--- config.mk ---
export PLATFORM = sky130hd
export DESIGN_NAME = div_param
export DESIGN_NICKNAME = d
export VERILOG_FILES = /design/src/rtl/div_param.sv
export SDC_FILE = /design/constraint.sdc
export NUM_CORES = 1
export LEC_CHECK = 0
export ABC_CLOCK_PERIOD_IN_PS = 6500
export BUFFER_PORTS_ARGS = -buffer_cell sky130_fd_sc_hd__buf_4
export CAP_MARGIN = 5
export CORE_AREA = 2 2 88 90
export CTS_CLUSTER_SIZE = 16
export DETAILED_ROUTE_END_ITERATION = 7
export DIE_AREA = 0 0 90 92
export GPL_TIMING_DRIVEN = 0
export PLACE_DENSITY = 0.78
export SLEW_MARGIN = 20
export SYNTH_ARGS = -nofsm -noshare
export SYNTH_HDL_FRONTEND = slang
export SYNTH_SLANG_ARGS = --single-unit
--- constraint.sdc ---
create_clock -name clk -period 6.5 [get_ports clk]
set_input_delay 0.325 -clock clk [delete_from_list [all_inputs] [get_ports clk]]
set_output_delay 0.325 -clock clk [all_outputs]
set_load 0.02 [all_outputs]
--- src/rtl/div_param.sv ---
// Purpose : parameterised restoring divider, signed/unsigned, optional fixed-point quotient bits.
// Latency : result strobed WIDTH+FRAC cycles after an accepted start; 1 cycle for divide-by-zero.
// Backpr. : none; start is accepted only in IDLE/DONE and dropped silently while busy.
//
// Ports:
//   clk, rst        - rising-edge clock, asynchronous active-low reset
//   start, sgn      - request a division; sgn=1 treats A/B as two's complement
//   A, B            - dividend / divisor, captured on the accepting edge
//   Q, R            - quotient / remainder, held until the next accepted start
//   busy, valid     - division in progress / one-cycle result strobe
//   ov, dvz         - quotient does not fit in WIDTH bits / divisor was zero
module div_param #(
  parameter int WIDTH = 10,
  parameter int FRAC  = 0
) (
  input  logic             clk,
  input  logic             rst,
  input  logic             start,
  input  logic             sgn,
  input  logic [WIDTH-1:0] A,
  input  logic [WIDTH-1:0] B,
  output logic [WIDTH-1:0] Q,
  output logic [WIDTH-1:0] R,
  output logic             busy,
  output logic             valid,
  output logic             ov,
  output logic             dvz
);

  localparam int N  = WIDTH + FRAC;
  localparam int CW = $clog2(N + 1);

  localparam logic [1:0] S_IDLE = 2'd0;
  localparam logic [1:0] S_RUN  = 2'd1;
  localparam logic [1:0] S_DONE = 2'd2;

  // Magnitude of the most negative signed result (2^(WIDTH-1)).
  localparam logic [N-1:0] SLIM = N'(1) << (WIDTH - 1);

  logic [1:0]       state;
  logic [CW-1:0]    cnt;
  logic [N-1:0]     sh;       // dividend bits shift out the top, quotient bits shift in the bottom
  logic [WIDTH-1:0] rem;
  logic [WIDTH-1:0] dvs;
  logic             sgn_r;
  logic             q_neg;
  logic             r_neg;

  logic             a_neg, b_neg;
  logic [WIDTH-1:0] a_mag, b_mag;
  logic [WIDTH:0]   trial;
  logic             take;
  logic [WIDTH-1:0] rem_nx;
  logic [N-1:0]     sh_nx;
  logic [WIDTH-1:0] q_fin, r_fin;
  logic             ov_fin;

  assign a_neg = sgn & A[WIDTH-1];
  assign b_neg = sgn & B[WIDTH-1];
  // -(most negative) wraps to 2^(WIDTH-1), which is the right magnitude read as unsigned.
  assign a_mag = a_neg ? -A : A;
  assign b_mag = b_neg ? -B : B;

  // One restoring step. rem < dvs always, so the difference fits in WIDTH bits.
  assign trial  = {rem, sh[N-1]};
  assign take   = (trial >= {1'b0, dvs});
  assign rem_nx = take ? (trial[WIDTH-1:0] - dvs) : trial[WIDTH-1:0];
  assign sh_nx  = {sh[N-2:0], take};

  // Final-step results; the low bits of a negation only depend on the low bits.
  assign q_fin  = q_neg ? -sh_nx[WIDTH-1:0] : sh_nx[WIDTH-1:0];
  assign r_fin  = r_neg ? -rem_nx : rem_nx;
  assign ov_fin = sgn_r ? (q_neg ? (sh_nx > SLIM) : (sh_nx >= SLIM))
                        : ((sh_nx >> WIDTH) != '0);

  always_ff @(posedge clk or negedge rst) begin
    if (!rst) begin
      state <= S_IDLE;
      cnt   <= '0;
      sh    <= '0;
      rem   <= '0;
      dvs   <= '0;
      sgn_r <= 1'b0;
      q_neg <= 1'b0;
      r_neg <= 1'b0;
      Q     <= '0;
      R     <= '0;
      busy  <= 1'b0;
      valid <= 1'b0;
      ov    <= 1'b0;
      dvz   <= 1'b0;
    end else begin
      valid <= 1'b0;
      case (state)
        S_IDLE, S_DONE: begin
          if (start) begin
            ov    <= 1'b0;
            sgn_r <= sgn;
            q_neg <= a_neg ^ b_neg;
            r_neg <= a_neg;
            cnt   <= '0;
            if (B == '0) begin
              // Zero divisor short-circuits straight to a result.
              state <= S_DONE;
              Q     <= '0;
              R     <= '0;
              dvz   <= 1'b1;
              valid <= 1'b1;
              busy  <= 1'b0;
            end else begin
              state <= S_RUN;
              dvz   <= 1'b0;
              busy  <= 1'b1;
              dvs   <= b_mag;
              rem   <= '0;
              sh    <= N'(a_mag) << FRAC;
            end
          end else begin
            state <= S_IDLE;
          end
        end
        S_RUN: begin
          rem <= rem_nx;
          sh  <= sh_nx;
          cnt <= cnt + CW'(1);
          if (cnt == CW'(N - 1)) begin
            state <= S_DONE;
            busy  <= 1'b0;
            valid <= 1'b1;
            Q     <= q_fin;
            R     <= r_fin;
            ov    <= ov_fin;
          end
        end
        default: begin
          state <= S_IDLE;
          busy  <= 1'b0;
        end
      endcase
    end
  end

endmodule

==> qor.yml <==
status: "completed"
holdWs_ns: 0.0410
drive_gt1_share_pct: 15.9
arrival_ns: 3.99
num_rows: 32
ir_worst_vdd_mv: 0.266
clock_path_buffers: 2
yosys_warnings: 0
postCtsSetupBuffers: 0
cts_hold_buf: 0
preCtsSetupSlack_ns: 2.81
dieArea_sq_um: 8280
yosysSeqAreaShare_pct: 39.8
hold_viol: 0
grt_pass1_vias: 3099
clkTransAtPathRegs_ns: 0.08
crit_required_ns: 6.74
core-area_sq_um: 7450
final-seq-area_sq_um: 1580
start_util_pct: 53.2
gp_congestion: 0.913
synth-main-ff-cell: "dfrtp_1"
worstRegToRegCells: 16
layout_commonest_cell: "dfrtp_1"
avgSynthCellArea_sq_um: 9.00
vias: 3434
rsz0062_at_grt: "no"
regToRegStartpoint: "rem[1]$_DFFE_PN0P_"
io_buffers: 47
post-route-period-util_pct: 57.8
leakage_nw: 2.11
drt-wirelength-per-cell_um: 15.2
fmax_mhz: 266
synthArstFlopShare_pct: 100
crit_path_end_kind: "flip-flop"
grt_pass1_wl_um: 15000
syn_nets: 481
synth_cell_types: 54
reg2reg_slack_ns: 2.75
tritoncts: "done"
startpoint: "rem[1]$_DFFE_PN0P_"
die_w_um: 90
via_per_inst: 5.68
final_max_slew_viol_count: 0
first_pass_iters: 5
cts_resized: 0
finalSetupViolations: 0
syn-cell-area_sq_um: 3960
fill_cells: 648
path_max_fanout: 10
antenna_left: 0
diodes: 0
power_density_nw_per_um2: 637
dp_hpwl_um: 6820
drt-total-wl_um: 9170
grtUsageTotal_pct: 22.5
design_area_sq_um: 4640
fin_ws_ns: 2.75
cts_root_buf: "clkbuf_8"
tns_ns: 0
syn_inst: 440
drt_iter0_drc: 186
critical_path_class: "flip-flop to flip-flop"
cp-start-kind: "flip-flop"
io_pins: 48
skew_ns: 0.00580
synth_edf_count: 0
maxCapViolCount: 0
worstMarginPinSlew_ns: 0.770
relSlewSlack_pct: 48.6
grt_max_degree: 64
drc: 0
grt_antenna_before_repair: 0
num-nets-final: 539
worstSkewPairLatency_ns: 0.35
cts_buffers: 9
post_dp_cell_area_sq_um: 4440
r2r-end: "R[8]$_DFFE_PN0P_"
synth_seq_cells: 63
area_delta_synth_final_pct: 17.3
htreeDepth: 3
layout_common_cells: "63 x dfrtp_1, 48 x nand2_1, 47 x buf_4"
die_height_um: 92
hp-class: "input port to asynchronous set/reset pin"
overflow: 0
cts.sink_count: 63
min_period_ns: 3.75
total_power_w: 0.00296
multi_input_area_sq_um: 2180
==> logic make-up after synthesis <==
group	Yosys count	synth area share, %
buffers and inverters	48	5.06
XOR/XNOR	37	8.19
AO/OA/AOI/OAI	118	20.4
multiplexers	11	2.78
adder cells (fa/ha/maj)	17	5.56
flip-flops	63	39.8
AND/OR/NAND/NOR	146	18.1
==> worst max path at each step <==
stage | depth (start not counted) | slack (ns) | endpoint
floorplan | 16 | 3.36 | R[8]$_DFFE_PN0P_
global placement | 16 | 2.90 | R[8]$_DFFE_PN0P_
detailed placement | 16 | 2.81 | R[8]$_DFFE_PN0P_
CTS | 16 | 2.80 | R[8]$_DFFE_PN0P_
global route | 16 | 2.48 | R[8]$_DFFE_PN0P_
finish | 16 | 2.75 | R[8]$_DFFE_PN0P_
==> per-stage QoR <==
stage          utilization, %  cells
2_1_floorplan               -    440
3_3_place_gp             59.6    589
3_5_place_dp             59.6    589
4_1_cts                  62.4    605
5_1_grt                  62.4    605
6_report                 62.4    605
==> report_power, final <==
part | internal [W] | switching (W)
Sequential | 0.000585 | 0.000158
Clock | 0.000182 | 0.000174
Combinational | 0.000770 | 0.00109
==> worst max-delay path, cell delays in order, from the launching register on <==
cell      delay [ns]
dfrtp_1         0.46
ha_1            0.31
buf_2           0.17
a21o_1          0.12
a31oi_1         0.04
o311a_4         0.43
nand2_8         0.13
clkbuf_1        0.46
nand2_1         0.12
o21ai_0         0.20
ha_1            0.29
inv_1           0.07
nor4_1          0.28
a32oi_1         0.11
o21ai_1         0.16
xor2_1          0.10
a22o_1          0.20
==> routing by layer <==
metal	share of wire (%)	track usage [%]	up-vias
li1	-	-	1677
met1	47	31.7	1644
met5	0	0	-
met2	47	35.3	98
met3	4.4	4.27	15
met4	1.7	7.05	0
==> state kept, by name (all words and copies together), names as in the netlist <==
name   flops
Q         10
R         10
busy       1
cnt        4
dvs       10
dvz        1
ov         1
q_neg      1
r_neg      1
rem       10
sgn_r      1
sh        10
state      2
valid      1
==> synth_stat cells (all sizes together), types with 2 or more instances <==
library cell	count	area share (%)
a21o	5	0.95
or2	2	0.32
buf	6	1.1
nor2b	4	0.63
clkbuf	18	1.7
ha	16	5.1
or4	2	0.38
nand4	3	0.47
nor2	33	3.1
and3	2	0.32
nor4	4	0.79
nor3b	2	0.38
a31oi	2	0.32
o31ai	2	0.38
o21ai	47	5.9
mux2i	11	2.8
a32oi	2	0.44
nand2	49	5.1
or3	11	1.9
a211oi	2	0.38
a221o	4	1.0
inv	24	2.3
nand3b	2	0.38
nand3	17	2.1
a21oi	19	2.4
dfrtp	63	40
nand2b	10	1.6
nor3	5	0.63
xor2	17	3.8
a22o	18	4.0
o41ai	4	1.3
xnor2	20	4.4
==> area by class of cell <==
cell class	instances	area share, %
clock inverters	7	1.75
plain buffers	24	2.37
multi-input cells	329	47.0
clock buffers	9	2.67
repair buffers	47	7.60
inverters	24	1.94
flip-flops and latches	63	33.9
well taps	102	2.75
Power figures use the tool's default switching activity.
